==> src/rtl/spi_master_shifter.sv <==
// SPI mode-0 master bit engine: shifts one 8-bit word MSB first on MOSI while
// capturing MISO, framed by chip select with one half-period of setup and hold.
module spi_master_shifter #(
    parameter int CLKS_PER_HALF_BIT = 2
) (
    input  logic       clk,
    input  logic       reset,
    input  logic       dv_mosi,
    input  logic [7:0] data_mosi,
    output logic       ready,
    output logic       dv_miso,
    output logic [7:0] data_miso,
    output logic       spi_sclk,
    output logic       spi_mosi,
    input  logic       spi_miso,
    output logic       spi_cs_n
);

    localparam int CW = $clog2(CLKS_PER_HALF_BIT) + 1;
    localparam logic [CW-1:0] HALF_LAST = CW'(CLKS_PER_HALF_BIT - 1);

    typedef enum logic [1:0] {
        IDLE     = 2'd0,
        CS_SETUP = 2'd1,
        SHIFT    = 2'd2,
        CS_HOLD  = 2'd3
    } state_t;

    state_t        state_q;
    logic [CW-1:0] cnt_q;
    logic [3:0]    edge_q;
    logic [7:0]    tx_q;
    logic [7:0]    rx_q;
    logic          ready_q;
    logic          dv_miso_q;
    logic [7:0]    data_miso_q;
    logic          sclk_q;
    logic          mosi_q;
    logic          cs_n_q;
    logic          half_done_s;

    assign half_done_s = (cnt_q == HALF_LAST);

    // Transfer sequencer: every output is registered here.
    always_ff @(posedge clk or posedge reset) begin
        if (reset) begin
            state_q     <= IDLE;
            cnt_q       <= '0;
            edge_q      <= 4'd0;
            tx_q        <= 8'h00;
            rx_q        <= 8'h00;
            ready_q     <= 1'b1;
            dv_miso_q   <= 1'b0;
            data_miso_q <= 8'h00;
            sclk_q      <= 1'b0;
            mosi_q      <= 1'b0;
            cs_n_q      <= 1'b1;
        end else begin
            dv_miso_q <= 1'b0;
            case (state_q)
                IDLE: begin
                    if (dv_mosi) begin
                        tx_q    <= data_mosi;
                        mosi_q  <= data_mosi[7];
                        cs_n_q  <= 1'b0;
                        ready_q <= 1'b0;
                        cnt_q   <= '0;
                        edge_q  <= 4'd0;
                        state_q <= CS_SETUP;
                    end
                end
                CS_SETUP: begin
                    if (half_done_s) begin
                        cnt_q   <= '0;
                        state_q <= SHIFT;
                    end else begin
                        cnt_q <= cnt_q + 1'b1;
                    end
                end
                SHIFT: begin
                    if (half_done_s) begin
                        cnt_q  <= '0;
                        sclk_q <= ~sclk_q;
                        // Even edges rise (sample MISO); odd edges fall (present next MOSI bit).
                        if (!edge_q[0]) begin
                            rx_q <= {rx_q[6:0], spi_miso};
                        end else if (edge_q != 4'd15) begin
                            tx_q   <= {tx_q[6:0], 1'b0};
                            mosi_q <= tx_q[6];
                        end
                        if (edge_q == 4'd15) begin
                            edge_q  <= 4'd0;
                            state_q <= CS_HOLD;
                        end else begin
                            edge_q <= edge_q + 4'd1;
                        end
                    end else begin
                        cnt_q <= cnt_q + 1'b1;
                    end
                end
                CS_HOLD: begin
                    if (half_done_s) begin
                        cnt_q       <= '0;
                        cs_n_q      <= 1'b1;
                        data_miso_q <= rx_q;
                        dv_miso_q   <= 1'b1;
                        ready_q     <= 1'b1;
                        state_q     <= IDLE;
                    end else begin
                        cnt_q <= cnt_q + 1'b1;
                    end
                end
                default: begin
                    state_q <= IDLE;
                    cs_n_q  <= 1'b1;
                    sclk_q  <= 1'b0;
                    ready_q <= 1'b1;
                end
            endcase
        end
    end

    assign ready     = ready_q;
    assign dv_miso   = dv_miso_q;
    assign data_miso = data_miso_q;
    assign spi_sclk  = sclk_q;
    assign spi_mosi  = mosi_q;
    assign spi_cs_n  = cs_n_q;

endmodule

==> config.mk <==
export PLATFORM = sky130hd
export DESIGN_NAME = spi_master_shifter
export DESIGN_NICKNAME = d
export VERILOG_FILES = /design/src/rtl/spi_master_shifter.sv
export SDC_FILE = /design/constraint.sdc
export NUM_CORES = 1
export LEC_CHECK = 0
export ABC_CLOCK_PERIOD_IN_PS = 2900
export CORE_ASPECT_RATIO = 1.25
export CORE_MARGIN = 3
export CORE_UTILIZATION = 55
export CTS_CLUSTER_DIAMETER = 200
export CTS_CLUSTER_SIZE = 14
export DETAILED_ROUTE_END_ITERATION = 10
export PLACE_DENSITY = 0.81
export SETUP_SLACK_MARGIN = 0.15
export SYNTH_ARGS = -nofsm -noshare
export SYNTH_HDL_FRONTEND = slang
export SYNTH_SLANG_ARGS = --single-unit
==> constraint.sdc <==
create_clock -name clk -period 2.9 [get_ports clk]
set_clock_uncertainty 0.1 [all_clocks]
set_input_delay 0.87 -clock clk [delete_from_list [all_inputs] [get_ports clk]]
set_output_delay 0.87 -clock clk [all_outputs]
set_load 0.1 [all_outputs]
After elaboration in Yosys (flattened, before gate mapping)
Index checks and enable logic that the tools add are counted.

Bitwise operators: 2. Multiplexer cells: 28. $add $sub $neg: 2. Equality and inequality tests: 13. Reduce and logical (&&, ||, !) cells: 11.

Operators by type and width (count): two-way mux 7 bit (4); two-way mux 2 bit (7); inequality test 2 bit (second input constant) (7); one-hot mux 7 bit (2 select lines) (1); two-way mux 4 bit (3); AND reduction 5 bit (2); AND reduction 3 bit (3); two-way mux 1 bit (8); one-hot mux 2 bit (4 select lines) (1); one-hot mux 4 bit (2 select lines) (1); adder 4 x 1 -> 4 bit (second input constant) (1); equality test 2 x 1 -> 1 bit (second input constant) (2); equality test 2 bit (second input constant) (2); equality test 4 bit (second input constant) (1); inequality test 4 bit (second input constant) (1); one-hot mux 1 bit (2 select lines) (2); one-hot mux 2 bit (2 select lines) (1); AND reduction 2 bit (2); nonzero test 2 bit (2); OR reduction 3 bit (1); adder 2 x 1 -> 2 bit (second input constant) (1); zero test 2 bit (1); inverter 1 bit (2).

Register bits after elaboration: 35. Input port bits: 12. Output and inout bits: 13. Logic and storage cells: 66.

Depth between registers and ports, before layout
Depth in word-level cells: 5. Mapped depth: 7. Mapped depth without buffers: 6.

Worst setup path before layout
OpenSTA, ideal clock, no wires.

Path type: flip-flop to output port. Start point: reg cs_n_q (netlist: spi_cs_n). End point: out spi_cs_n. Path buffers: 1. Slack: 0.694 ns. Data arrival time: 1.236 ns. Cell stages (with the launch flop): 2. Cell sequence: dfstp_2 -> buf_4.

RTL lines: from (decl) (RTL line 39) `logic cs_n_q;`; from (signal assigned) (RTL line 57) `cs_n_q <= 1'b1;`; from (signal assigned) (RTL line 65) `cs_n_q <= 1'b0;`; from (signal assigned) (RTL line 104) `cs_n_q <= 1'b1;`; to (decl) (RTL line 16) `output logic spi_cs_n`.

No word-level cell between the ends.

==> impl_metrics.toml <==
[clocking]
cts_resized = 0
max-clock-path-buffers = 2
cts_hold_buf = 0
post_cts.repair.setup_buffers = 0
htreeDepth = 2
insertion_delay_ns = 0.34
clk_pin_slew_worst_setup_hold_paths_ns = 0.11
tritoncts.num_buffers = 5
cts_tree = "yes"
tritoncts_num_sinks = 35
root_buffer = "clkbuf_4"

[critical_path]
reg2reg_slack_ns = 0.89
slowest_stage = "dfstp_2"
critPathKind = "reg2out"
end_kind = "primary output"
cp_data_required_time_ns = 1.93
path_cells = "buf_4"
rr_startpoint = "state_q[0]"
cpPeakStageDelay_ns = 0.56
regToRegEndpoint = "rx_q[0]"
cell_depth_of_the_worst_flop_to_flop_path = 5
critical_path_buf_inv_count = 1
cp-start-kind = "flip-flop"
crit_fanout = 4
worstSetupStartpoint = "spi_cs_n"
family_with_the_most_delay_on_the_worst_path = "flip-flops"
critical_path.endpoint = "ready"
worstSetupPathDepth = 1
cp_data_arrival_time_ns = 1.18

[cells_and_area]
design.final.nets = 171
area.growth.synth_to_final_pct = 18.9
drive_gt1_frac = 0.405
stdcell_count = 187
final_design_area_no_fill_um2 = 1950
ant_diodes = 0

[placement]
gp_congestion = 0.714
portBuffers = 24
dpl.hpwl_um = 2010
post_dp_cell_area_um2 = 1900
place_worst_setup_slack_ns = 0.436
place_inst = 179

[die]
pin_count = 25
core_um2 = 2760
fp.dieH_um = 67.1
die-area_um2 = 3690
start_util = 0.596
die_w_um = 54.9
row_count = 21

[sta]
setup_total_negative_slack_ns = 0
setup_violations = 0
slew_headroom = 0.607
grt_setup_unrepaired = "false"
postLayoutSetupSlackWorst_ns = 0.747
final-hold-violation-count = 0
timing.final.max_slew_violations = 0
max_clock_freq_ghz = 0.464
post-route-period-util = 0.743
worstMarginPinSlew_ns = 0.589
final.min_clock_period_ns = 2.15

[worst_hold_path]
hold_path.class = "reg2reg"

[route]
drtPass1Iterations = 4
drt.antenna.violating_nets = 0
drt_iter0_markers = 21
drt-total-wl_um = 2710
wire_per_inst_um = 14.5
route.detailed.drc = 0
vias_per_cell = 5.39
via_count = 1007

[logic_synthesis]
synth_sequential_area_ratio = 0.533
synthesis.nets = 141
synthDistinctLibCells = 34
synth_top_cell_by_area = "dfrtp_1"
postSynth.topFlopCell = "dfrtp_1"
synth-edff-count = 0
synth_async_sr_flop_share = 1.00
yosys_warnings = 0
postSynthAreaPerCell_um2 = 13.5
ys_ff_latch = 35
post_synth_instance_area_um2 = 1640
netlist_instances = 122
netlist_top_cells_area = "dfrtp_1 52%, mux2_2 22%, ha_1 5.3%"
yosys.area.top_type_share = 0.518

[grt]
grt_pass1_wl_um = 4530
grt_pass1_vias = 1022
grt.total_usage = 0.176
grt_max_degree = 22
grt_remaining_overflow = 0
initial_antenna_violation_count = 0

[run_status]
status = "complete, no violations"

[run]
drv.max_cap_violation_count = 0
[final cells by class]
type / count / area [um2]
Clock buffer: 5 / 37.5
Clock inverter: 3 / 15.0
Fill cell: 187 / 805
Inverter: 5 / 18.8
Multi-Input combinational cell: 79 / 728
Sequential cell: 35 / 877
Tap cell: 34 / 42.5
Timing Repair Buffer: 26 / 235
[cells in the mapped netlist (2+ instances only)]
library cell / number
dfrtp_1: 34
mux2_2: 32
ha_1: 7
nand2_1: 7
inv_1: 5
nand3_1: 3
o21ai_0: 3
buf_4: 2
mux2i_1: 2
nand4_1: 2
nor2_1: 2
[layer usage]
layer / vias up / wire [um] / GRT usage
li1: 487 / - / -
met1: 494 / 1140 / 0.203
met2: 20 / 1390 / 0.284
met3: 6 / 122 / 0.0783
met4: 0 / 61 / 0.0638
met5: - / 0 / 0
[stage by stage]
stage	util	hold slack, ns
2_1_floorplan	-	0.360
3_3_place_gp	0.689	0.366
3_5_place_dp	0.689	0.368
4_1_cts	0.708	0.391
5_1_grt	0.708	0.406
6_report	0.708	0.389
[logic make-up after synthesis]
family                   share of synthesized area
multiplexers                                 0.240
flip-flops                                   0.533
AND/OR/NAND/NOR                             0.0951
AO/OA/AOI/OAI                               0.0495
buffers and inverters                       0.0236
adder cells (fa/ha/maj)                     0.0533
XOR/XNOR                                   0.00533
[how the worst min path moves through the flow]
stage                         from       end  slack [ns]  depth (start not counted)
after floorplan           cnt_q[1]  cnt_q[1]        0.36                          1
after global placement    spi_sclk  spi_sclk        0.37                          1
after detailed placement  spi_sclk  spi_sclk        0.37                          1
after CTS                 spi_sclk  spi_sclk        0.39                          1
after global routing      spi_sclk  spi_sclk        0.41                          1
final                     spi_sclk  spi_sclk        0.39                          1
[placed cells by master (no fill, tap or decap), types with 3 or more instances in the layout]
cell | netlist | final
ha_1 | 7 | 7
dfrtp_1 | 34 | 34
clkdlybuf4s50_1 | 0 | 11
nand2_1 | 7 | 7
nand3_1 | 3 | 3
mux2_2 | 32 | 32
inv_1 | 5 | 5
o21ai_0 | 3 | 3
clkinv_2 | 0 | 3
clkbuf_4 | 0 | 5
buf_4 | 2 | 14
[registers in the layout (all words and copies together) (netlist names)]
register / flops
rx_q: 8
data_miso: 8
cnt_q: 2
state_q: 2
spi_mosi: 1
tx_q: 7
edge_q: 4
dv_miso: 1
spi_cs_n: 1
spi_sclk: 1
Power is not shown: default switching activity piles up to over one toggle a cycle in this logic, so the estimate is an artifact.
